`src/rtl/wb_arbiter2_if.sv`:
```
// wb_arbiter2_if: classic Wishbone point-to-point bundle with master/slave views
interface wb_arbiter2_if #(
    parameter int ADR_WIDTH = 16,
    parameter int DAT_WIDTH = 16
);
    logic [ADR_WIDTH-1:0] adr;
    logic [DAT_WIDTH-1:0] dat_w;
    logic [DAT_WIDTH-1:0] dat_r;
    logic                 we;
    logic                 cyc;
    logic                 stb;
    logic                 ack;

    modport master (output adr, dat_w, we, cyc, stb, input dat_r, ack);
    modport slave  (input adr, dat_w, we, cyc, stb, output dat_r, ack);
endinterface

```
`src/rtl/wb_arbiter2.sv`:
```
// wb_arbiter2: two-master round-robin Wishbone arbiter with per-transfer watchdog
module wb_arbiter2 #(
    parameter int ADR_WIDTH = 16,
    parameter int DAT_WIDTH = 16,
    parameter int TIMEOUT   = 255
) (
    input  logic                clk_i,
    input  logic                rst_i,
    wb_arbiter2_if.slave        m0,
    wb_arbiter2_if.slave        m1,
    wb_arbiter2_if.master       s,
    output logic [1:0]          gnt_o,
    output logic                timeout_o
);
    localparam int WDW = $clog2(TIMEOUT + 1);

    typedef enum logic [1:0] {IDLE, G0, G1} state_t;

    state_t               state, state_n;
    logic                 last;
    logic [WDW-1:0]       wd;
    logic                 act, sel1, gstb, wd_fire;
    logic [DAT_WIDTH-1:0] rdata;

    // state register, round-robin history (master that last owned the bus) and watchdog count
    always_ff @(posedge clk_i) begin
        if (rst_i) begin
            state <= IDLE;
            last  <= 1'b1;
            wd    <= '0;
        end else begin
            state <= state_n;
            if (state == G0 && !m0.cyc)
                last <= 1'b0;
            else if (state == G1 && !m1.cyc)
                last <= 1'b1;
            wd <= (!act || s.ack || !gstb || wd_fire) ? '0 : wd + WDW'(1);
        end
    end

    // next-state selection and combinational bus steering toward the granted master
    always_comb begin
        act       = state != IDLE;
        sel1      = state == G1;
        gstb      = act && (sel1 ? m1.stb : m0.stb);
        wd_fire   = gstb && wd == WDW'(TIMEOUT);
        timeout_o = wd_fire && !s.ack;
        rdata     = timeout_o ? {DAT_WIDTH{1'b1}} : s.dat_r;
        state_n   = state == IDLE ? ((m0.cyc && m1.cyc) ? (last ? G0 : G1) :
                                     m0.cyc ? G0 : m1.cyc ? G1 : IDLE) :
                    state == G0   ? (m0.cyc ? G0 : IDLE) :
                    state == G1   ? (m1.cyc ? G1 : IDLE) : IDLE;
        s.cyc     = act;
        s.stb     = gstb && !wd_fire;
        s.we      = act && (sel1 ? m1.we : m0.we);
        s.adr     = !act ? {ADR_WIDTH{1'b0}} : sel1 ? m1.adr : m0.adr;
        s.dat_w   = !act ? {DAT_WIDTH{1'b0}} : sel1 ? m1.dat_w : m0.dat_w;
        m0.ack    = state == G0 && (s.ack || wd_fire);
        m1.ack    = sel1 && (s.ack || wd_fire);
        m0.dat_r  = state == G0 ? rdata : '0;
        m1.dat_r  = sel1 ? rdata : '0;
        gnt_o     = {sel1, state == G0};
    end
endmodule

```
`src/flat_wrapper.sv`:
```
// flat-port wrapper written by rule: the top's interface ports become plain ports
module wb_arbiter2_flat 
#(
    parameter int ADR_WIDTH = 16,
    parameter int DAT_WIDTH = 16,
    parameter int TIMEOUT   = 255
)
  (clk_i, rst_i, gnt_o, timeout_o, m0_adr, m0_dat_w, m0_we, m0_cyc, m0_stb, m0_dat_r, m0_ack, m1_adr, m1_dat_w, m1_we, m1_cyc, m1_stb, m1_dat_r, m1_ack, s_adr, s_dat_w, s_we, s_cyc, s_stb, s_dat_r, s_ack);
  wb_arbiter2_if #(.ADR_WIDTH(ADR_WIDTH), .DAT_WIDTH(DAT_WIDTH)) m0_i ();
  wb_arbiter2_if #(.ADR_WIDTH(ADR_WIDTH), .DAT_WIDTH(DAT_WIDTH)) m1_i ();
  wb_arbiter2_if #(.ADR_WIDTH(ADR_WIDTH), .DAT_WIDTH(DAT_WIDTH)) s_i ();
  input  logic clk_i;
  input  logic rst_i;
  output logic [1:0] gnt_o;
  output logic timeout_o;
  input wire logic [$bits(m0_i.adr)-1:0] m0_adr;
  input wire logic [$bits(m0_i.dat_w)-1:0] m0_dat_w;
  input wire logic [$bits(m0_i.we)-1:0] m0_we;
  input wire logic [$bits(m0_i.cyc)-1:0] m0_cyc;
  input wire logic [$bits(m0_i.stb)-1:0] m0_stb;
  output wire logic [$bits(m0_i.dat_r)-1:0] m0_dat_r;
  output wire logic [$bits(m0_i.ack)-1:0] m0_ack;
  input wire logic [$bits(m1_i.adr)-1:0] m1_adr;
  input wire logic [$bits(m1_i.dat_w)-1:0] m1_dat_w;
  input wire logic [$bits(m1_i.we)-1:0] m1_we;
  input wire logic [$bits(m1_i.cyc)-1:0] m1_cyc;
  input wire logic [$bits(m1_i.stb)-1:0] m1_stb;
  output wire logic [$bits(m1_i.dat_r)-1:0] m1_dat_r;
  output wire logic [$bits(m1_i.ack)-1:0] m1_ack;
  output wire logic [$bits(s_i.adr)-1:0] s_adr;
  output wire logic [$bits(s_i.dat_w)-1:0] s_dat_w;
  output wire logic [$bits(s_i.we)-1:0] s_we;
  output wire logic [$bits(s_i.cyc)-1:0] s_cyc;
  output wire logic [$bits(s_i.stb)-1:0] s_stb;
  input wire logic [$bits(s_i.dat_r)-1:0] s_dat_r;
  input wire logic [$bits(s_i.ack)-1:0] s_ack;
  assign m0_i.adr = m0_adr;
  assign m0_i.dat_w = m0_dat_w;
  assign m0_i.we = m0_we;
  assign m0_i.cyc = m0_cyc;
  assign m0_i.stb = m0_stb;
  assign m0_dat_r = m0_i.dat_r;
  assign m0_ack = m0_i.ack;
  assign m1_i.adr = m1_adr;
  assign m1_i.dat_w = m1_dat_w;
  assign m1_i.we = m1_we;
  assign m1_i.cyc = m1_cyc;
  assign m1_i.stb = m1_stb;
  assign m1_dat_r = m1_i.dat_r;
  assign m1_ack = m1_i.ack;
  assign s_adr = s_i.adr;
  assign s_dat_w = s_i.dat_w;
  assign s_we = s_i.we;
  assign s_cyc = s_i.cyc;
  assign s_stb = s_i.stb;
  assign s_i.dat_r = s_dat_r;
  assign s_i.ack = s_ack;
  wb_arbiter2 #(.ADR_WIDTH(ADR_WIDTH), .DAT_WIDTH(DAT_WIDTH), .TIMEOUT(TIMEOUT)) u_core (.clk_i(clk_i), .rst_i(rst_i), .m0(m0_i), .m1(m1_i), .s(s_i), .gnt_o(gnt_o), .timeout_o(timeout_o));
endmodule
```
`config.mk`:
```
export PLATFORM = sky130hd
export DESIGN_NAME = wb_arbiter2_flat
export DESIGN_NICKNAME = d
export VERILOG_FILES = /design/src/rtl/wb_arbiter2_if.sv /design/src/rtl/wb_arbiter2.sv /design/src/flat_wrapper.sv
export SDC_FILE = /design/constraint.sdc
export NUM_CORES = 1
export LEC_CHECK = 0
export ABC_AREA = 1
export CAP_MARGIN = 0
export CORE_ASPECT_RATIO = 0.9
export CORE_MARGIN = 1
export CORE_UTILIZATION = 25
export CTS_CLUSTER_SIZE = 16
export DETAILED_ROUTE_END_ITERATION = 8
export PLACE_DENSITY = 0.83
export SETUP_SLACK_MARGIN = 0.5
export SLEW_MARGIN = 20
export SYNTH_ARGS = -nofsm -noshare
export SYNTH_HDL_FRONTEND = slang
export SYNTH_SLANG_ARGS = --single-unit
```
`constraint.sdc`:
```
create_clock -name clk_i -period 2.14 [get_ports clk_i]
set_input_delay 0.642 -clock clk_i [delete_from_list [all_inputs] [get_ports clk_i]]
set_output_delay 0.642 -clock clk_i [all_outputs]
set_load 0.03 [all_outputs]
```
==> flow_metrics.py, run 1 <==
metrics = {
    "synthesis": {
        "syn_nets": 262,
        "synth-seq-cells": 11,
        "synth-edff-count": 0,
        "ys_async_sr_fraction_pct": 0,
        "syn_area_per_cell_um2": 6.77,
        "synth_top_cell_area_share_pct": 24.8,
        "yosysTopAreaCell": "a22o_1",
        "yosysSeqAreaShare_pct": 18.9,
        "yosys-top-cells-area": "a22o_1, dfxtp_1, a21oi_1, inv_1, nand2_1",
        "synthCells": 172,
        "synth_common_cells": "a21oi_1, a22o_1, inv_1",
        "ys.flop_type": "dfxtp_1",
        "syn_area_mm2": 0.00116,
        "yosysUniqueCellTypes": 24,
        "synth_warnings": 0,
    },
    "run_status": {
        "outcome": "aborted with a tool error",
        "error_line": "[ERROR DPL-0033] detailed placement checks failed during check placement.",
        "lastStage": "clock tree synthesis (4_1_cts)",
    },
    "clock_network": {
        "cts.repair.resized": 128,
        "numCtsBuffers": 3,
        "cts_root_buf": "clkbuf_8",
        "cts_buffer_depth": 2,
        "hold_buffers": 0,
        "cts_setup_buffers": 35,
        "ctsHtreeMaxLevel": 1,
        "cts.sinks": 11,
    },
    "place": {
        "place_hpwl_mm": 4.63,
        "port_buffers": 160,
        "dp.cells": 394,
        "place_congestion": 0.741,
    },
    "die": {
        "die-height_um": 66.7,
        "io_pins": 161,
        "initial_core_util_pct": 26.1,
        "die_x_um": 73.9,
        "num_rows": 23,
    },
}
-- kinds of logic after synthesis --
kind of cell	after synthesis	share of synthesized area (%)
compound gates	69	41.0
flops	11	18.9
xor+xnor	4	3.01
simple gates	41	18.0
fa+ha+maj	1	1.08
buf+inv	46	18.1
-- per-stage QoR --
step / setup slack [ns] / setup TNS (ns) / instance area [um2]
after floorplan: 0.111 / 0 / 1790
after global placement: -0.444 / -14.58 / 3330
after detailed placement: -0.450 / -14.86 / 3330
==> run 2: changes to the inputs <==
--- a/config.mk
+++ b/config.mk
@@ -7,13 +7,10 @@
 export LEC_CHECK = 0
 export ABC_AREA = 1
 export CAP_MARGIN = 0
-export CORE_ASPECT_RATIO = 0.9
 export CORE_MARGIN = 1
 export CORE_UTILIZATION = 25
-export CTS_CLUSTER_SIZE = 16
 export DETAILED_ROUTE_END_ITERATION = 8
-export PLACE_DENSITY = 0.83
-export SETUP_SLACK_MARGIN = 0.5
+export PLACE_DENSITY_LB_ADDON = 0.15
 export SLEW_MARGIN = 20
 export SYNTH_ARGS = -nofsm -noshare
 export SYNTH_HDL_FRONTEND = slang
==> run 2 against run 1 <==
  * The flow now finishes, with violations (negative setup slack)
  * Synthesized cell count did not move
  * Synthesized area unchanged
==> flow_metrics.py, run 2 <==
metrics = {
    "global_route": {
        "antenna_found_initial": 0,
        "grt_pass1_wl_mm": 8.43,
        "overflow": 0,
        "grt_max_degree": 38,
        "track_usage_pct": 21.4,
        "grt_pass1_vias": 1632,
    },
    "synthesis": {
        "syn_nets": 262,
        "syn_area_mm2": 0.00116,
        "synth-edff-count": 0,
        "yosys-top-cells-area": "a22o_1, dfxtp_1, a21oi_1, inv_1, nand2_1",
        "ys_async_sr_fraction_pct": 0,
        "yosysUniqueCellTypes": 24,
        "synthAdderAreaFrac_pct": 1.08,
        "syn_area_per_cell_um2": 6.77,
        "synth_common_cells": "a21oi_1, a22o_1, inv_1",
        "yosysSeqAreaShare_pct": 18.9,
        "synth_top_family_by_area": "compound AO/OA/AOI/OAI gates",
        "yosysTopAreaCell": "a22o_1",
        "synth_xor_area_share_pct": 3.01,
        "synth_top_cell_area_share_pct": 24.8,
        "synth_compound_area_share_pct": 41.0,
        "synthSimpleGateAreaFrac_pct": 18.0,
        "synthCells": 172,
        "synthMuxAreaShare_pct": 0,
        "synth-seq-cells": 11,
        "ys.flop_type": "dfxtp_1",
        "synth_warnings": 0,
    },
    "run_status": {
        "outcome": "complete, but fails checks",
        "violations": "negative setup slack",
    },
    "worst_hold_path": {
        "hold_path_class": "reg2reg",
        "worstHoldStart": "u_core.wd[0]$_SDFF_PP0_",
        "min_delay_path_depth": 1,
        "hold_end": "u_core.wd[0]$_SDFF_PP0_",
    },
    "setup_path": {
        "startpoint_type": "primary input",
        "crit_start": "m1_stb",
        "r2r_start": "u_core.wd[0]$_SDFF_PP0_",
        "r2r_end": "u_core.wd[5]$_SDFF_PP0_",
        "r2r_slack_ns": 0.77,
        "r2r_cells": 10,
        "arrival_ns": 1.68,
        "worst-path-max-fanout": 16,
        "critPathRequiredTime_ns": 1.50,
        "end_kind": "output pin",
        "worstSetupPathType": "in2out",
    },
    "final_layout": {
        "fin_util_pct": 73.7,
        "n_antenna_cell": 0,
        "top_regs": "u_core.wd x8, u_core.state x2, u_core.last x1",
        "final_common_cell": "clkdlybuf4s50_1",
        "most-common-layout-cells": "clkdlybuf4s50_1, buf_6, a22o_1",
        "syn2layout_area_growth_pct": 180,
        "largest_register_ffs": 8,
        "regMostFlops": "u_core.wd",
        "nets": 430,
        "drive_above_1_share_pct": 41.9,
    },
    "die": {
        "die_x_um": 70.2,
        "coreArea_mm2": 0.00441,
        "io_pins": 161,
        "initial_core_util_pct": 26.4,
        "num_rows": 24,
        "die-height_um": 70.2,
        "dieArea_mm2": 0.00493,
    },
    "routing": {
        "antenna_left": 0,
        "wl_mm": 6.51,
        "firstDrtPassIters": 4,
        "met1_length_mm": 2.29,
        "vias": 1966,
        "post_drt_via_cell_ratio": 5.03,
        "drc": 0,
        "top_layer": "met4",
        "post_drt_wl_per_cell_um": 16.6,
        "wl_met2_mm": 3.41,
        "first_iter_violations": 61,
        "met3WireLength_um": 653,
    },
    "sta": {
        "min_period_over_period_pct": 109,
        "drv_slew": 0,
        "rsz0062_at_grt": "true",
        "fmax_mhz": 430,
        "setup_violations": 32,
        "holdWs_ns": 0.444,
        "relSlewSlack_pct": 77.2,
        "fin_worst_skew_ns": 0.00425,
        "post-route-min-period_ns": 2.32,
        "hold_viol_final": 0,
        "fin_ws_ns": -0.185,
        "tightest_slew_ns": 0.342,
    },
    "clock_network": {
        "cts.reportedPaths.clkPinSlew_ns": 0.05,
        "ctsHtreeMaxLevel": 1,
        "cts_root_buf": "clkbuf_8",
        "numCtsBuffers": 3,
        "hold_buffers": 0,
        "clock_latency_ns": 0.24,
        "cts.sinks": 11,
        "cts_tree": "yes",
        "cts_buffer_depth": 2,
    },
    "power_and_ir_drop": {
        "p_switching_mw": 0.393,
        "irDropWorstVdd_v": 0.000248,
        "pwr-share-comb_pct": 60.4,
        "pwr_density_cell_mw_per_mm2": 325,
        "p_clk_share_pct": 19.7,
        "intPower_mw": 0.666,
        "power_mw": 1.06,
        "power.share.sequential_pct": 20.0,
        "p_sw_share_pct": 37.1,
        "power_leakage_nw": 1.41,
    },
    "place": {
        "port_buffers": 160,
        "place_congestion": 0.741,
        "place_hpwl_mm": 4.34,
    },
    "flow_run": {
        "drv_cap": 0,
    },
}
## run 2: cell counts after synthesis
No cell type changed its count.
## run 2: per-layer routing
metal / vias to the layer above / track usage [%]
met1: 895 / 22.9
met5: - / 0
met2: 129 / 40.5
li1: 926 / -
met3: 16 / 6.49
met4: 0 / 4.44
## run 2: worst max-delay path: stages
cell	delay, ns
buf_2	0.08
nand3_2	0.07
nand2_2	0.10
nand4_4	0.18
buf_16	0.22
a21oi_1	0.18
buf_4	0.19
## run 2: what timing repair did
item / 4_1_cts / 5_1_grt
resized for setup: 29 / 87
gates cloned: 3 / 0
pin swaps: 3 / 7
setup endpoints to repair: 36 / 68
setup buffers: 5 / 1
## run 2: power by group through the flow
stage | Clock, mW | Sequential (mW) | Combinational [mW]
after floorplan | 0 | 0.215 | 0.256
after global placement | 0 | 0.216 | 0.560
after detailed placement | 0 | 0.216 | 0.564
after CTS | 0.215 | 0.212 | 0.572
after global routing | 0.225 | 0.211 | 0.665
final | 0.208 | 0.211 | 0.639
## run 2: worst max-delay path by stage
stage	cells after the start	slack [ns]	endpoint
2_1_floorplan	5	-0.08	m0_dat_r[1]
3_3_place_gp	7	-0.38	m0_dat_r[14]
3_5_place_dp	7	-0.38	m1_dat_r[0]
4_1_cts	7	-0.13	m1_dat_r[9]
5_1_grt	7	-0.22	m1_dat_r[15]
6_report	7	-0.18	m1_dat_r[15]
## run 2: through the flow
| step | worst slack (ns) | setup TNS, ns | instance area [um2] | std cells |
|---|---|---|---|---|
| after CTS | -0.132 | -3.85 | 2940 | 392 |
| after global routing | -0.224 | -6.00 | 3250 | 391 |
| after floorplan | -0.0832 | -2.25 | 1170 | 172 |
| final | -0.185 | -3.72 | 3250 | 391 |
| after detailed placement | -0.385 | -12.36 | 2700 | 380 |
| after global placement | -0.382 | -12.16 | 2700 | 380 |
## run 2: kinds of logic after synthesis
kind of cell / after synthesis
AOI/OAI and AO/OA: 69
DFF: 11
buffers and inverters: 46
adders and majority gates: 1
and+or+nand+nor: 41
xor gates and xnor gates: 4
## run 2: final cells by class
class	instances	area (um2)
clock buffer	4	45.0
fill	317	1160
inverter	33	129
multi-input combinational	115	960
sequential	11	228
tap	52	65.1
timing repair buffer	176	1830
No activity file was read; power rests on OpenSTA's default activity.
==> run 3: changes to the inputs <==
--- a/config.mk
+++ b/config.mk
@@ -9,8 +9,10 @@
 export CAP_MARGIN = 0
 export CORE_MARGIN = 1
 export CORE_UTILIZATION = 25
+export CTS_CLUSTER_DIAMETER = 30
 export DETAILED_ROUTE_END_ITERATION = 8
 export PLACE_DENSITY_LB_ADDON = 0.15
+export REMOVE_ABC_BUFFERS = 1
 export SLEW_MARGIN = 20
 export SYNTH_ARGS = -nofsm -noshare
 export SYNTH_HDL_FRONTEND = slang
==> run 3 against run 2 <==
  * The flow still finishes with violations (negative setup slack)
  * Global-route usage rose by 1.5 points
  * First-iteration DRC count up 64%
  * Combinational power rose by 3%
  * Register-to-register slack improved by 0.09 ns
  * Utilization rose by 5.0 points
  * Setup slack improved by 0.018 ns
  * Die area did not move
  * Critical path type unchanged
  * Largest power group unchanged
  * Clock skew increased by 0.0025 ns
==> flow_metrics.py, run 3 (same netlist as run 2, synthesis figures left out) <==
metrics = {
    "global_route": {
        "track_usage_pct": 22.9,
        "grt_pass1_vias": 1740,
        "antenna_found_initial": 0,
        "grt_max_degree": 25,
        "grt_pass1_wl_mm": 9.10,
        "overflow": 0,
    },
    "die": {
        "io_pins": 161,
        "coreArea_mm2": 0.00441,
        "initial_core_util_pct": 26.4,
        "die-height_um": 70.2,
        "num_rows": 24,
        "die_x_um": 70.2,
        "dieArea_mm2": 0.00493,
    },
    "final_layout": {
        "fillers": 281,
        "most-common-layout-cells": "clkdlybuf4s50_1, buf_4, buf_6",
        "n_antenna_cell": 0,
        "register_area_um2": 230,
        "largest_register_ffs": 8,
        "nets": 443,
        "final_common_cell": "clkdlybuf4s50_1",
        "multiInputGateArea_mm2": 0.00106,
        "fin_util_pct": 78.8,
        "drive_above_1_share_pct": 45.7,
        "regMostFlops": "u_core.wd",
        "syn2layout_area_growth_pct": 199,
        "finalInstanceArea_mm2": 0.00348,
        "top_regs": "u_core.wd x8, u_core.state x2, u_core.last x1",
    },
    "clock_network": {
        "hold_buffers": 0,
        "numCtsBuffers": 3,
        "cts.reportedPaths.clkPinSlew_ns": 0.05,
        "cts.sinks": 11,
        "ctsHtreeMaxLevel": 1,
        "clock_latency_ns": 0.24,
        "cts_root_buf": "clkbuf_8",
        "cts_tree": "yes",
        "cts_buffer_depth": 2,
    },
    "sta": {
        "tightest_slew_ns": 0.306,
        "setup_violations": 36,
        "fin_worst_skew_ns": 0.00676,
        "fmax_mhz": 433,
        "relSlewSlack_pct": 79.6,
        "rsz0062_at_grt": "true",
        "min_period_over_period_pct": 108,
        "post-route-min-period_ns": 2.31,
        "hold_viol_final": 0,
        "fin_ws_ns": -0.167,
        "tns_ns": -4.07,
        "drv_slew": 0,
    },
    "place": {
        "place_area_mm2": 0.00269,
        "place_congestion": 0.836,
        "port_buffers": 160,
        "place_hpwl_mm": 4.35,
    },
    "worst_hold_path": {
        "hold_path_class": "reg2reg",
    },
    "setup_path": {
        "end_kind": "output pin",
        "arrival_ns": 1.66,
        "worst-path-max-fanout": 8,
        "startpoint_type": "primary input",
        "critPathRequiredTime_ns": 1.50,
        "worstSetupPathType": "in2out",
    },
    "run_status": {
        "outcome": "complete, but fails checks",
        "violations": "negative setup slack",
    },
    "routing": {
        "firstDrtPassIters": 4,
        "drc": 0,
        "wl_mm": 7.33,
        "post_drt_wl_per_cell_um": 18.1,
        "antenna_left": 0,
        "first_iter_violations": 100,
        "post_drt_via_cell_ratio": 4.91,
        "vias": 1982,
    },
    "flow_run": {
        "drv_cap": 0,
    },
    "power_and_ir_drop": {
        "power_leakage_nw": 1.51,
        "pwr_density_cell_mw_per_mm2": 309,
        "irDropWorstVdd_v": 0.000410,
    },
}
## run 3: layout make-up
class                           instances  share of cell area (%)
Tap cell                               52                    1.87
Inverter                               33                    3.85
Multi-Input combinational cell        115                    30.6
Clock buffer                            4                    1.30
Sequential cell                        11                    6.62
Timing Repair Buffer                  189                    55.8
## run 3: routing by layer
metal	vias up	track usage, %	share of wire (%)
li1	951	-	-
met1	940	27.8	39
met2	79	41.3	55
met3	12	4.62	4.5
met4	0	4.67	1.6
met5	-	0	0
## run 3: report_power, final
group	leakage (nW)	internal (mW)	switching (mW)
Combinational	1.39	0.330	0.326
Clock	0.0228	0.131	0.0780
Sequential	0.0916	0.207	0.00386
## run 3: worst paths after layout
| kind | startpoint | endpoint | slack (ns) | cells past startpoint |
|---|---|---|---|---|
| max reg2reg | u_core.state[0]$_SDFF_PP0_ | u_core.wd[0]$_SDFF_PP0_ | 0.86 | 9 |
| max | m1_stb | m0_dat_r[0] | -0.17 | 8 |
| min reg2reg | u_core.last$_SDFFE_PP1P_ | u_core.state[0]$_SDFF_PP0_ | 0.52 | 2 |
| min | u_core.last$_SDFFE_PP1P_ | u_core.state[0]$_SDFF_PP0_ | 0.52 | 2 |
## run 3: per-stage QoR
stage | setup WS (ns) | hold slack, ns | std cells | power [mW]
floorplan | -0.613 | 0.418 | 159 | 0.461
global placement | -0.369 | 0.429 | 383 | 0.771
detailed placement | -0.384 | 0.435 | 383 | 0.774
CTS | -0.140 | 0.437 | 394 | 0.997
global route | -0.196 | 0.544 | 404 | 1.12
finish | -0.167 | 0.519 | 404 | 1.08
## run 3: what timing repair did
item / in CTS / in global routing
setup endpoints to repair: 36 / 47
buffers inserted: 4 / 7
pin swaps: 3 / 4
resized for setup: 29 / 96
gates cloned: 3 / 3
## run 3: worst max-delay path, cell delays in order
cell,delay (ns)
buf_2,0.08
nand3_1,0.09
nand2_2,0.10
nand4_4,0.12
buf_12,0.16
buf_16,0.15
a21oi_2,0.17
buf_6,0.16
==> run 4: changes to the inputs <==
--- a/config.mk
+++ b/config.mk
@@ -6,13 +6,14 @@
 export NUM_CORES = 1
 export LEC_CHECK = 0
 export ABC_AREA = 1
-export CAP_MARGIN = 0
+export CAP_MARGIN = 20
 export CORE_MARGIN = 1
 export CORE_UTILIZATION = 25
 export CTS_CLUSTER_DIAMETER = 30
 export DETAILED_ROUTE_END_ITERATION = 8
 export PLACE_DENSITY_LB_ADDON = 0.15
 export REMOVE_ABC_BUFFERS = 1
+export SKIP_CTS_REPAIR_TIMING = 1
 export SLEW_MARGIN = 20
 export SYNTH_ARGS = -nofsm -noshare
 export SYNTH_HDL_FRONTEND = slang
==> run 4 against run 3 <==
  * The run still ends with negative setup slack left
  * Register-to-register slack hardly changed
  * Utilization is 13 points lower
  * Global-route usage is 2.0 points lower
  * Hold slack worse by 0.078 ns
  * Power is 7.5% lower
  * Sequential power hardly changed
  * Via count is 8.3% lower
  * Design area is 16% lower
  * Die area stayed put
  * Critical path type is now reg2out
==> flow_metrics.py, run 4 (same netlist as run 2, synthesis figures left out) <==
metrics = {
    "run_status": {
        "outcome": "complete, but fails checks",
        "violations": "negative setup slack",
    },
    "clock_network": {
        "clock_latency_ns": 0.24,
        "cts_buffer_depth": 2,
        "cts.reportedPaths.clkPinSlew_ns": 0.05,
        "cts.sinks": 11,
        "numCtsBuffers": 3,
        "ctsHtreeMaxLevel": 1,
        "cts_tree": "yes",
        "cts_root_buf": "clkbuf_8",
    },
    "die": {
        "die_x_um": 70.2,
        "coreArea_mm2": 0.00441,
        "dieArea_mm2": 0.00493,
        "num_rows": 24,
        "die-height_um": 70.2,
        "io_pins": 161,
        "initial_core_util_pct": 26.4,
    },
    "setup_path": {
        "worstSetupPathType": "reg2out",
        "critPathRequiredTime_ns": 1.50,
        "crit_start": "u_core.wd[1]$_SDFF_PP0_",
        "cp_cell_sequence": "ha_4 > nand3_4 > inv_4 > nand4_4 > clkbuf_16 > a21oi_1 > buf_4",
        "end_kind": "output pin",
        "arrival_ns": 1.57,
        "cp-endpoint": "m1_dat_r[10]",
        "slowest_delay_ns": 0.35,
        "r2r_start": "u_core.wd[1]$_SDFF_PP0_",
        "r2r_slack_ns": 0.86,
        "cp_top_family": "buffers and inverters",
        "critPathSlowestCell": "dfxtp_2",
        "worst-path-max-fanout": 8,
        "startpoint_type": "flop",
        "critPathBufInv": 3,
        "r2r_cells": 7,
        "path_depth": 7,
        "r2r_end": "u_core.wd[6]$_SDFF_PP0_",
    },
    "sta": {
        "tightest_slew_ns": 0.328,
        "relSlewSlack_pct": 78.1,
        "rsz0062_at_grt": "true",
        "fin_ws_ns": -0.0725,
        "min_period_over_period_pct": 103,
        "hold_viol_final": 0,
        "fin_worst_skew_ns": 0.00691,
        "fmax_mhz": 452,
        "setup_violations": 32,
        "post-route-min-period_ns": 2.21,
        "holdWs_ns": 0.441,
        "drv_slew": 0,
    },
    "power_and_ir_drop": {
        "pwr_density_cell_mw_per_mm2": 341,
        "power_leakage_nw": 1.37,
        "power_mw": 0.994,
        "irDropWorstVdd_v": 0.000409,
    },
    "final_layout": {
        "register_area_um2": 224,
        "most-common-layout-cells": "clkdlybuf4s50_1, buf_4, a22o_1",
        "n_antenna_cell": 0,
        "syn2layout_area_growth_pct": 150,
        "regMostFlops": "u_core.wd",
        "largest_register_ffs": 8,
        "drive_above_1_share_pct": 35.1,
        "finalInstanceArea_mm2": 0.00291,
        "nets": 430,
        "fillers": 402,
        "multiInputGateArea_um2": 816,
        "final_common_cell": "clkdlybuf4s50_1",
        "top_regs": "u_core.wd x8, u_core.state x2, u_core.last x1",
    },
    "worst_hold_path": {
        "hold_path_class": "reg2reg",
        "min_delay_path_depth": 1,
        "worstHoldStart": "u_core.wd[0]$_SDFF_PP0_",
    },
    "global_route": {
        "overflow": 0,
        "grt_pass1_vias": 1618,
        "antenna_found_initial": 0,
        "track_usage_pct": 20.9,
        "grt_max_degree": 34,
        "grt_pass1_wl_mm": 8.36,
    },
    "place": {
        "place_area_mm2": 0.00269,
        "place_congestion": 0.836,
        "place_hpwl_mm": 4.35,
        "port_buffers": 160,
    },
    "routing": {
        "vias": 1818,
        "firstDrtPassIters": 6,
        "drc": 0,
        "first_iter_violations": 74,
        "post_drt_wl_per_cell_um": 14.6,
        "post_drt_via_cell_ratio": 4.65,
        "antenna_left": 0,
        "wl_mm": 5.69,
    },
    "flow_run": {
        "drv_cap": 0,
    },
}
## run 4: worst min path at each step
stage / endpoint / slack, ns
3_3_place_gp: u_core.wd[0]$_SDFF_PP0_ / 0.43
5_1_grt: u_core.wd[0]$_SDFF_PP0_ / 0.46
6_report: u_core.wd[0]$_SDFF_PP0_ / 0.44
3_5_place_dp: u_core.wd[0]$_SDFF_PP0_ / 0.44
2_1_floorplan: u_core.wd[0]$_SDFF_PP0_ / 0.42
4_1_cts: u_core.wd[0]$_SDFF_PP0_ / 0.45
## run 4: metrics by stage
step                util (%)  setup TNS, ns  setup slack [ns]  std cells
CTS                     62.0         -12.99            -0.391        387
detailed placement      61.0         -12.67            -0.384        383
finish                  66.0          -1.50           -0.0725        391
global placement        61.0         -12.44            -0.369        383
floorplan                  -         -28.37            -0.613        159
global route            66.0          -4.78            -0.181        391
## run 4: per-layer routing
layer,up-vias,global-route usage (%),share of wire [%]
met5,-,0,0
met4,0,4.00,0.84
met3,6,4.18,5.3
met2,61,37.8,53
met1,831,25.3,41
li1,920,-,-
## run 4: area by class of cell
type                            count  share of cell area [%]
Clock buffer                        4                    1.55
Tap cell                           52                    2.23
Sequential cell                    11                    7.69
Timing Repair Buffer              176                    56.2
Inverter                           33                    4.34
Multi-Input combinational cell    115                    28.0
## run 4: power by group
part | internal, mW | switching, mW
logic | 0.293 | 0.278
registers | 0.209 | 0.00334
clock network | 0.131 | 0.0805
total | 0.633 | 0.362
==> RTL edit, RTL diff (flow settings as in run 4) <==
`TIMEOUT` is set to 255 in 2 places; all go to 510.
--- a/src/rtl/wb_arbiter2.sv
+++ b/src/rtl/wb_arbiter2.sv
@@ -2,7 +2,7 @@
 module wb_arbiter2 #(
     parameter int ADR_WIDTH = 16,
     parameter int DAT_WIDTH = 16,
-    parameter int TIMEOUT   = 255
+    parameter int TIMEOUT   = 510
 ) (
     input  logic                clk_i,
     input  logic                rst_i,
--- a/src/flat_wrapper.sv
+++ b/src/flat_wrapper.sv
@@ -3,7 +3,7 @@
 #(
     parameter int ADR_WIDTH = 16,
     parameter int DAT_WIDTH = 16,
-    parameter int TIMEOUT   = 255
+    parameter int TIMEOUT   = 510
 )
   (clk_i, rst_i, gnt_o, timeout_o, m0_adr, m0_dat_w, m0_we, m0_cyc, m0_stb, m0_dat_r, m0_ack, m1_adr, m1_dat_w, m1_we, m1_cyc, m1_stb, m1_dat_r, m1_ack, s_adr, s_dat_w, s_we, s_cyc, s_stb, s_dat_r, s_ack);
   wb_arbiter2_if #(.ADR_WIDTH(ADR_WIDTH), .DAT_WIDTH(DAT_WIDTH)) m0_i ();
Function: same outputs for any inputs over 10 cycles, from zero or initial values and one cycle with rst_i high; that may be too few to reach the edited logic, so the function may still have changed.
==> RTL edit against run 4 <==
Final area increased by 13%; the flow still finishes with violations (negative setup slack); non-clock buffer count fell by 4; sequential cell count up 1; worst setup slack lost 0.14 ns; largest cell class unchanged; register-to-register slack lost 0.04 ns; total power up 9.9%; worst hold slack got worse by 0.016 ns; area after synthesis is 7.8% higher; sequential power increased by 9%; wire length up 19%.
==> RTL edit: results (changes against run 4) <==
outcome: finished, violations left
failing checks: negative setup slack
Net Sw Power: 0.4033 mW (+11%)
Detailed Place HPWL: 4653 um (+6.9%)
pin count of the biggest net entering global routing: 35 (+2.9%)
Peak VDD IR: 0.0004009 V (-2.0%)
Post-synth top cells: 36 x a21oi_1, 33 x a22o_1, 33 x inv_1
Iter 0 DRT Violations: 67 (-9.5%)
slowest stage delay, CP: 0.33 ns (-0.02 ns)
Routed WL: 6798 um (+19%)
LEAKAGE: 1.446 nW (+5.6%)
Final Setup Violations: 35 (+9.4%)
GP Congestion: 0.8207 (-1.8%)
r2r startpoint: u_core.wd[0]
Fin Hold WS: 0.4253 ns (-0.01581 ns)
Placement Setup Slack: -0.4010 ns (-0.01726 ns)
Tightest Pin Transition: 0.6107 ns (+0.2830 ns)
Comb group: 0.603 mW (+5.6%)
crit path to: m1_dat_r[15]
first-pass GRT wire length: 8114 um (-3.0%)
First-pass DRT Iterations: 4 (-2)
Layout Nets: 440 (+2.3%)
Clk. pwr: 0.258 mW (+22%)
largest registers: u_core.wd (9), u_core.state (2), u_core.last (1)
ranking of synthesized cells by area: a22o_1 23%, dfxtp_1 19%, a21oi_1 14%, inv_1 9.9%, nand2_1 4.5%
Reg-to-Reg End: u_core.wd[8]
final setup skew: 0.004219 ns (-0.002696 ns)
dpl cell area: 2756 um2 (+2.4%)
synth unique cells: 26 (+8.3%)
Syn Inst Count: 185 (+7.6%)
GRT Resource Usage Total: 19.50% (-1.4 points)
worst setup margin: -0.2099 ns (-0.1373 ns)
area grow syn2layout: 162.4%
Seq/Total Area, Yosys: 19.14% (+0.22 points)
share of layout cells above drive strength 1: 40.52% (+5.4 points)
setup TNS: -5.700 ns (-4.200 ns)
crit path DAT: 1.71 ns (+0.14 ns)
RTL edit: final cells by class:
class,count,share of cell area (%)
Clock buffer,4,1.672
Inverter,35,3.989
Tap cell,67,2.546
Sequential cell,12,7.485
Timing Repair Buffer,172,51.71
Multi-Input combinational cell,125,32.60
RTL edit: logic make-up after synthesis:
family	Yosys count	synth area share, %
AOI/OAI and AO/OA	74	40.18
xor gates and xnor gates	2	1.396
adders and majority gates	2	1.994
buffers and inverters	48	17.35
DFF	12	19.14
and+or+nand+nor	47	19.94
RTL edit: worst reg2reg max path, cell delays in order, from the launching register on:
cell,delay (ns)
dfxtp_2,0.34
buf_4,0.11
ha_1,0.16
inv_1,0.07
nor2_1,0.23
nand2_1,0.10
xor2_1,0.14
nor2_1,0.06
RTL edit: per-layer routing:
metal / track usage (%) / vias to the layer above / wire, um
li1: - / 960 / -
met1: 22.84 / 931 / 2529
met2: 36.86 / 77 / 3663
met3: 5.525 / 11 / 531
met4: 0.6536 / 0 / 73
met5: 0 / - / 0
